==> src/rtl/comp_serie.sv <==
// Bit-serial N-bit magnitude comparator: folds MSB-first Comp1 triples into a
// registered word-level mayor/igual/menor result with a one-cycle listo pulse.
module comp_serie #(
    parameter int unsigned N = 8
) (
    input  logic clk,
    input  logic rst_n,
    input  logic inicio,
    input  logic bit_valido,
    input  logic mayor_bit,
    input  logic igual_bit,
    input  logic menor_bit,
    output logic ocupado,
    output logic listo,
    output logic mayor,
    output logic igual,
    output logic menor,
    output logic error
);

    localparam int unsigned CW = $clog2(N + 1);

    typedef enum logic [1:0] {REPOSO, COMPARA, FIN} estado_t;
    typedef enum logic [1:0] {INDECISO, DEC_MAYOR, DEC_MENOR} decision_t;

    estado_t   estado, estado_sig;
    decision_t dec, dec_sig;
    logic [CW-1:0] cnt, cnt_sig;
    logic ocupado_sig, listo_sig, error_sig;
    logic mayor_sig, igual_sig, menor_sig;
    logic triple_ok;

    assign triple_ok = $onehot({mayor_bit, igual_bit, menor_bit});

    // State register
    always_ff @(posedge clk or negedge rst_n) begin
        if (!rst_n) begin
            estado <= REPOSO;
        end else begin
            estado <= estado_sig;
        end
    end

    // Next-state, datapath and output decode
    always_comb begin
        estado_sig = estado;
        cnt_sig    = cnt;
        dec_sig    = dec;
        error_sig  = error;
        mayor_sig  = mayor;
        igual_sig  = igual;
        menor_sig  = menor;

        case (estado)
            REPOSO: begin
                cnt_sig = '0;
                dec_sig = INDECISO;
                if (inicio) begin
                    estado_sig = COMPARA;
                    error_sig  = 1'b0;
                end
            end
            COMPARA: begin
                if (inicio) begin
                    // Abort: restart the word, discarding any triple this cycle
                    cnt_sig   = '0;
                    dec_sig   = INDECISO;
                    error_sig = 1'b0;
                end else if (bit_valido) begin
                    cnt_sig = cnt + CW'(1);
                    if (!triple_ok) begin
                        error_sig = 1'b1;
                    end else if (dec == INDECISO) begin
                        if (mayor_bit) begin
                            dec_sig = DEC_MAYOR;
                        end else if (menor_bit) begin
                            dec_sig = DEC_MENOR;
                        end
                    end
                    if (cnt == CW'(N - 1)) begin
                        estado_sig = FIN;
                        mayor_sig  = (dec_sig == DEC_MAYOR);
                        menor_sig  = (dec_sig == DEC_MENOR);
                        igual_sig  = (dec_sig == INDECISO);
                    end
                end
            end
            FIN: begin
                estado_sig = REPOSO;
            end
            default: begin
                estado_sig = REPOSO;
            end
        endcase

        listo_sig   = (estado_sig == FIN);
        ocupado_sig = (estado_sig != REPOSO);
    end

    // Datapath and output registers
    always_ff @(posedge clk or negedge rst_n) begin
        if (!rst_n) begin
            cnt     <= '0;
            dec     <= INDECISO;
            ocupado <= 1'b0;
            listo   <= 1'b0;
            mayor   <= 1'b0;
            igual   <= 1'b0;
            menor   <= 1'b0;
            error   <= 1'b0;
        end else begin
            cnt     <= cnt_sig;
            dec     <= dec_sig;
            ocupado <= ocupado_sig;
            listo   <= listo_sig;
            mayor   <= mayor_sig;
            igual   <= igual_sig;
            menor   <= menor_sig;
            error   <= error_sig;
        end
    end

endmodule

==> config.mk <==
export PLATFORM = sky130hd
export DESIGN_NAME = comp_serie
export DESIGN_NICKNAME = d
export VERILOG_FILES = /design/src/rtl/comp_serie.sv
export SDC_FILE = /design/constraint.sdc
export NUM_CORES = 1
export LEC_CHECK = 0
export BUFFER_PORTS_ARGS = -buffer_cell sky130_fd_sc_hd__buf_4
export CORE_AREA = 8 8 45 47
export CTS_CLUSTER_DIAMETER = 80
export DETAILED_ROUTE_END_ITERATION = 8
export DIE_AREA = 0 0 53 55
export PLACE_DENSITY_LB_ADDON = 0.25
export SETUP_SLACK_MARGIN = 0.1
export SYNTH_ARGS = -nofsm -noshare
export SYNTH_HDL_FRONTEND = slang
export SYNTH_SLANG_ARGS = --single-unit
==> constraint.sdc <==
create_clock -name clk -period 4.32 [get_ports clk]
set_input_delay 0.864 -clock clk [delete_from_list [all_inputs] [get_ports clk]]
set_output_delay 0.864 -clock clk [all_outputs]
set_load 0.1 [all_outputs]
==> results of run 1 <==
state kept, by name (all words and copies together) (netlist names):
signal	flops
estado	2
ocupado	1
listo	1
menor	1
mayor	1
error	1
dec	2
cnt	4
igual	1
worst paths after layout:
check / start / endpoint / slack [ns] / cells past startpoint
setup / recovery: mayor_bit / menor / 2.40 / 6
hold reg to reg: menor / menor / 0.52 / 2
setup reg to reg: estado[1] / mayor / 2.83 / 3
max in group asynchronous: rst_n / listo / 3.74 / 1
min in group clk: menor / menor / 0.52 / 2
hold / removal: rst_n / cnt[3] / 0.41 / 1
per-layer routing:
layer | track usage [%] | wire length [µm] | up-vias
met2 | 14.8 | 575 | 14
met5 | 0 | 0 | -
met1 | 10.9 | 604 | 237
met4 | 6.47 | 23 | 0
met3 | 6.42 | 112 | 4
li1 | - | - | 265
synthesized netlist by cell type (all sizes together):
master	number
o22ai	2
o21ai	5
or2	1
nand4b	1
or4bb	1
a21o	1
or3b	1
dfrtp	14
or3	1
a31o	2
nor2	6
a31oi	3
o2bb2ai	1
nand4	1
a21oi	4
fa	1
inv	9
nand2b	1
or2b	1
nor2b	3
o31ai	3
buf	1
nand2	2
a32o	1
ha	1
layout by cell type, fill, tap and decap left out:
| master | n |
|---|---|
| or2_4 | 1 |
| or3b_4 | 1 |
| a21o_1 | 1 |
| inv_1 | 9 |
| nor2b_1 | 3 |
| a21oi_1 | 4 |
| a31o_2 | 2 |
| or3_1 | 1 |
| a32o_1 | 1 |
| o22ai_1 | 2 |
| fa_1 | 1 |
| dfrtp_1 | 14 |
| a31oi_1 | 3 |
| nand4b_1 | 1 |
| or4bb_1 | 1 |
| clkbuf_4 | 3 |
| o21ai_0 | 5 |
| o2bb2ai_1 | 1 |
| nand4_1 | 1 |
| o31ai_1 | 3 |
| nor2_1 | 6 |
| buf_4 | 12 |
| nand2b_1 | 1 |
| ha_1 | 1 |
| nand2_1 | 2 |
| or2b_1 | 1 |
cell families after synthesis:
| kind of cell | share of synthesized area, % |
|---|---|
| buffers and inverters | 6.57 |
| DFF | 51.1 |
| adders and majority gates | 4.74 |
| AOI/OAI and AO/OA | 20.8 |
| and+or+nand+nor | 16.8 |
worst max-delay path, cell delays in order:
cell,delay [ns]
buf_4,0.10
inv_1,0.05
fa_1,0.48
nor2b_1,0.24
a31oi_1,0.15
o31ai_1,0.22
cell type report:
cell class / count / area, µm² / share of cell area (%)
Clock buffer: 3 / 22.5 / 2.79
Inverter: 9 / 33.8 / 4.19
Multi-Input combinational cell: 43 / 290 / 36.0
Sequential cell: 14 / 350 / 43.4
Tap cell: 16 / 20.0 / 2.48
Timing Repair Buffer: 12 / 90.1 / 11.2
report_power, final:
part | internal [mW] | total (mW) | switching [mW]
registers | 0.134 | 0.137 | 0.00254
clock network | 0.0324 | 0.0723 | 0.0400
logic | 0.0142 | 0.0365 | 0.0223
per-stage QoR:
| stage | cell area (µm²) | utilization (%) | power [mW] |
|---|---|---|---|
| 2_1_floorplan | 686 | - | 0.162 |
| 3_3_place_gp | 785 | 56.7 | 0.175 |
| 3_5_place_dp | 785 | 56.7 | 0.176 |
| 4_1_cts | 807 | 58.3 | 0.249 |
| 5_1_grt | 807 | 58.3 | 0.259 |
| 6_report | 807 | 58.3 | 0.245 |
==> results by group, run 1 <==
Clocking
  – Clk pin slew, worst setup/hold paths: 0.08 ns
  – Num CTS Buffers: 3
  – Clk sinks: 14
  – CTS tree: built
  – # hold bufs at CTS: 0
  – Post-cts resize count: 0
  – CTS max path bufs: 2
  – Latest clock arrival within the worst-skew pair: roughly 0.28 ns
  – Root Buffer: clkbuf_4
  – Setup bufs post-CTS: 0
  – H-Tree Depth: 1

Yosys
  – Cell area after synthesis: 686 µm²
  – Synth warnings: 0
  – Syn Nets: 76
  – Share of the synthesized area in the top cell type: 51.1%
  – Top area cells in the synthesized netlist: dfrtp_1 51%, inv_1 4.9%, o21ai_0 3.6%
  – Gate Count Post-Synth: 67
  – Avg Cell Area, Syn: 10.2 µm²
  – Post-synth top area cell: dfrtp_1
  – Sequential-to-total area share from yosys stat: between 50% and 60%
  – Distinct cells, synth: 25
  – Synth Register Bits: 14

STA
  – Count of final setup violators: 0
  – Slew headroom: 75.3%
  – Slew @ Worst Pin: roughly 0.37 ns
  – F_max: 0.520 GHz
  – Min Hold Slack: roughly 0.41 ns
  – RSZ-0062 raised after global routing: no
  – Max Slew Vio Count: 0
  – Tmin final: 1.92 ns
  – Final period util: 44.5%
  – Final hold viol count: 0
  – Worst Skew: between 0.003 and 0.004 ns
  – Post-Route Setup TNS: 0 ns
  – Final WS setup: between 2 and 2.5 ns

Pwr
  – LEAKAGE: 0.394 nW
  – Power per cell area: between 300 and 400 nW/µm²
  – VDD IR max: 0.130 mV

Cells and area
  – Area growth from synthesis to layout: 17.7%
  – Layout cells sized above 1: 23.5%
  – Layout fillers: ~130
  – Nets: 92
  – Finished Layout Cells: between 90 and 100
  – # diodes: 0

Global route
  – Number of global-route vias before repair: 517
  – First-pass GRT wire length: between 2000 and 2500 µm
  – Largest net degree at the start of global routing: 15
  – GRT Total Usage: 10.2%
  – Initial antenna violation count: 0
  – Total grt overflow: 0

Place
  – DP HPWL: 1020 µm
  – Inst Count DP: 94
  – GPL Wtd Cong: 0.777
  – Dpl ws: between 2 and 2.5 ns
  – I/O Buffers: 12

Die
  – Initial Utilization: between 40% and 50%
  – I/O Pins: 13
  – Die footprint: 2920 µm²
  – Core area: 1380 µm²
  – Number of cell rows: 14
  – Die Wd: around 53 µm
  – Die H: 55 µm

Route
  – Vias/cell: 5.36
  – Total vias in the final route: 520
  – # DRC: 0
  – WL final: 1320 µm
  – Post-route ant nets: 0
  – Starting DRT DRC Count: 4
  – 1st-pass router iterations: 4
  – WL per Instance: 13.6 µm

Setup path
  – Kind of critical path: in2reg
  – CP max FO: 4
  – Worst Setup End Kind: register
  – Required @ worst endpoint: ~4.5 ns
  – Worst EP arrival: 2.11 ns
  – Setup crit start kind: input port

Hold path
  – Hold crit path type: in2async

Outcome
  – Status: completed

Job
  – Number of max-cap violations: 0
(Power assumes the default switching activity.)
==> run 2, diff against run 1 <==
- ABC_AREA: not set -> 1
- CORE_AREA: 8 8 45 47 -> not set
- CORE_MARGIN: not set -> 8
- CORE_UTILIZATION: not set -> 52
- DIE_AREA: 0 0 53 55 -> not set
- clock period: 4.32 -> 1.8 ns (I/O delays scaled with it)
==> results by group, run 2 <==
Outcome
  – Status: completed

Setup path
  – Kind of critical path: in2reg
  – Worst Setup End Kind: register
  – Required @ worst endpoint: 2.00 ns (-2.51 ns)
  – CP max FO: 3 (-1)
  – Setup crit start kind: input port
  – Worst EP arrival: 1.57 ns (-0.54 ns)

Route
  – WL final: 1400 µm (+6.6%)
  – 1st-pass router iterations: 3 (-1)
  – Starting DRT DRC Count: 8 (+4)
  – Total vias in the final route: 580 (+12%)
  – # DRC: 0 (unchanged)
  – Post-route ant nets: 0 (unchanged)
  – WL per Instance: 12.1 µm (-11%)
  – Vias/cell: 5.00 (-6.7%)

Clocking
  – H-Tree Depth: 1 (unchanged)
  – CTS max path bufs: 2 (unchanged)
  – CTS tree: built
  – Root Buffer: clkbuf_4
  – Clk sinks: 14 (unchanged)
  – Latest clock arrival within the worst-skew pair: 0.28 ns (about the same)
  – Setup bufs post-CTS: 0 (unchanged)
  – Num CTS Buffers: 3 (unchanged)
  – Clk pin slew, worst setup/hold paths: 0.08 ns (about the same)

Cells and area
  – Nets: 111 (+21%)
  – Largest regs: cnt x4, dec x2, estado x2
  – Largest Register: cnt
  – Layout fillers: 113 (-9.6%)
  – Multi-input logic area: 322 µm² (+11%)
  – Layout cells sized above 1: 28.7% (+5.3 points)
  – Most frequent cells in the layout: 24 x nand2_1, 14 x dfrtp_1, 12 x buf_4
  – Storage element area: 350 µm² (unchanged)
  – # diodes: 0 (unchanged)
  – Final Cell Area: 875 µm² (+8.4%)
  – Area growth from synthesis to layout: 21.6%
  – Commonest non-fill, non-tap cell in the layout: nand2_1
  – Number of flip-flops under the largest register name: 4 (unchanged)

Die
  – Die footprint: 2830 µm² (-2.9%)
  – Number of cell rows: 13 (-1)
  – Die H: 53.2 µm (-3.3%)
  – Die Wd: 53.2 µm (+0.37%)
  – I/O Pins: 13 (unchanged)
  – Initial Utilization: 55.3% (+5.7 points)
  – Core area: 1300 µm² (-6.0%)

STA
  – Count of final setup violators: 0 (unchanged)
  – Slew headroom: 81.4% (+6.1 points)
  – Final period util: 76.0%
  – F_max: between 0.7 and 0.8 GHz
  – Min Hold Slack: 0.361 ns (-0.0527 ns)
  – Final WS setup: 0.432 ns (-1.97 ns)
  – Slew @ Worst Pin: 0.279 ns (-0.0881 ns)
  – Max Slew Vio Count: 0 (unchanged)
  – Tmin final: 1.37 ns
  – Post-Route Setup TNS: 0 ns (unchanged)
  – RSZ-0062 raised after global routing: no
  – Worst Skew: 0.00203 ns (-0.00193 ns)
  – Final hold viol count: 0 (unchanged)

Place
  – DP Area: 828 µm² (+5.6%)
  – GPL Wtd Cong: 0.725 (-6.8%)
  – I/O Buffers: 12 (unchanged)
  – Dpl ws: 0.139 ns (-1.97 ns)
  – DP HPWL: 1100 µm (+8.7%)

Pwr
  – VDD IR max: 0.564 mV (+330%)
  – Power per cell area: 1010 nW/µm² (+230%)
  – LEAKAGE: 0.467 nW (+18%)
  – Final Total Pwr: 0.881 mW (+260%)

Job
  – Number of max-cap violations: 0 (unchanged)

Global route
  – Initial antenna violation count: 0 (unchanged)
  – First-pass GRT wire length: 2590 µm (+24%)
  – Number of global-route vias before repair: 623 (+21%)
  – Largest net degree at the start of global routing: 15 (unchanged)
  – Total grt overflow: 0 (unchanged)
  – GRT Total Usage: 11.9% (+1.7 points)

Yosys
  – Share of the synthesized area in the top cell type: 48.7% (-2.4 points)
  – Post-synth EDFFs: 0 (unchanged)
  – Cell area after synthesis: 719 µm² (+4.9%)
  – Distinct cells, synth: 22 (-12%)
  – Gate Count Post-Synth: 84 (+25%)
  – Top area cells in the synthesized netlist: dfrtp_1 49%, nand2_1 13%, inv_1 5.2%
  – Sequential-to-total area share from yosys stat: 48.7% (-2.4 points)
  – Most common cell in the netlist: nand2_1
  – Syn Nets: 93 (+22%)
  – Synth warnings: 0 (unchanged)
  – Commonest cells post-synth: 24 x nand2_1, 14 x dfrtp_1, 10 x inv_1
  – Synth async-reset ratio: 100% (unchanged)
  – Synth Register Bits: 14 (unchanged)
  – Post-synth top area cell: dfrtp_1
  – Synth Flop Type: dfrtp_1
  – Avg Cell Area, Syn: 8.56 µm² (-16%)

Hold path
  – Hold crit path type: in2reg
run 2: cell count changes after synthesis, sizes merged, moves of 3 or more:
| cell | before | now |
|---|---|---|
| a31oi | 3 | 0 |
| nor2b | 3 | 0 |
| nand2 | 2 | 28 |
| nor2 | 6 | 13 |
| nand3 | 0 | 4 |
| inv | 9 | 12 |
| a21oi | 4 | 1 |
| o31ai | 3 | 0 |
run 2: cell type report:
cell class	instances	area share (%)
well taps	15	2.15
multi-input cells	58	36.8
repair buffers	13	11.4
clock buffers	4	4.15
inverters	12	5.44
flip-flops and latches	14	40.1
run 2: power breakdown:
| group | internal (mW) | switching (mW) |
|---|---|---|
| logic | 0.0789 | 0.188 |
| registers | 0.354 | 0.0343 |
| clock network | 0.123 | 0.103 |
| total | 0.556 | 0.325 |
run 2: routing by layer:
layer	vias up	global-route usage (%)	share of wire (%)
li1	292	-	-
met1	274	14.1	47
met2	9	19.5	47
met3	5	3.64	3.4
met4	0	5.04	1.9
met5	-	0	0
run 2: cell families (layout without fill, tap and decap cells):
group / after synthesis / after routing / share of synthesized area, %
xor gates and xnor gates: 1 / 1 / 1.22
adders and majority gates: 2 / 2 / 4.52
DFF: 14 / 14 / 48.7
AOI/OAI and AO/OA: 7 / 7 / 6.78
buffers and inverters: 12 / 29 / 6.61
and+or+nand+nor: 48 / 48 / 32.2
run 2: critical path: stages:
cell and delay (ns):
buf_4 0.08, inv_1 0.06, fa_1 0.47, nor2_1 0.20, nand2_1 0.10, nand2_1 0.07, nand2_1 0.07, o21ai_0 0.15
run 2: final timing paths:
check                           depth (start not counted)  slack, ns      end       from
worst max register to register                          7       0.59    igual     cnt[0]
worst min register to register                          2       0.49    menor      menor
min in group asynchronous                               2       0.45  ocupado      rst_n
worst max-delay path                                    8       0.43   dec[1]  mayor_bit
worst min-delay path                                    3       0.36  ocupado     inicio
max in group asynchronous                               2       1.18   dec[0]      rst_n
run 2: timing repair:
item | CTS | global route
hold buffers | 1 | 0
hold endpoints to repair | 14 | 0
resized for setup | 0 | 0
run 2: metrics by stage:
step,instances,util (%)
CTS,116,67.2
finish,116,67.2
global placement,111,63.7
detailed placement,111,63.7
global route,116,67.2
floorplan,84,-
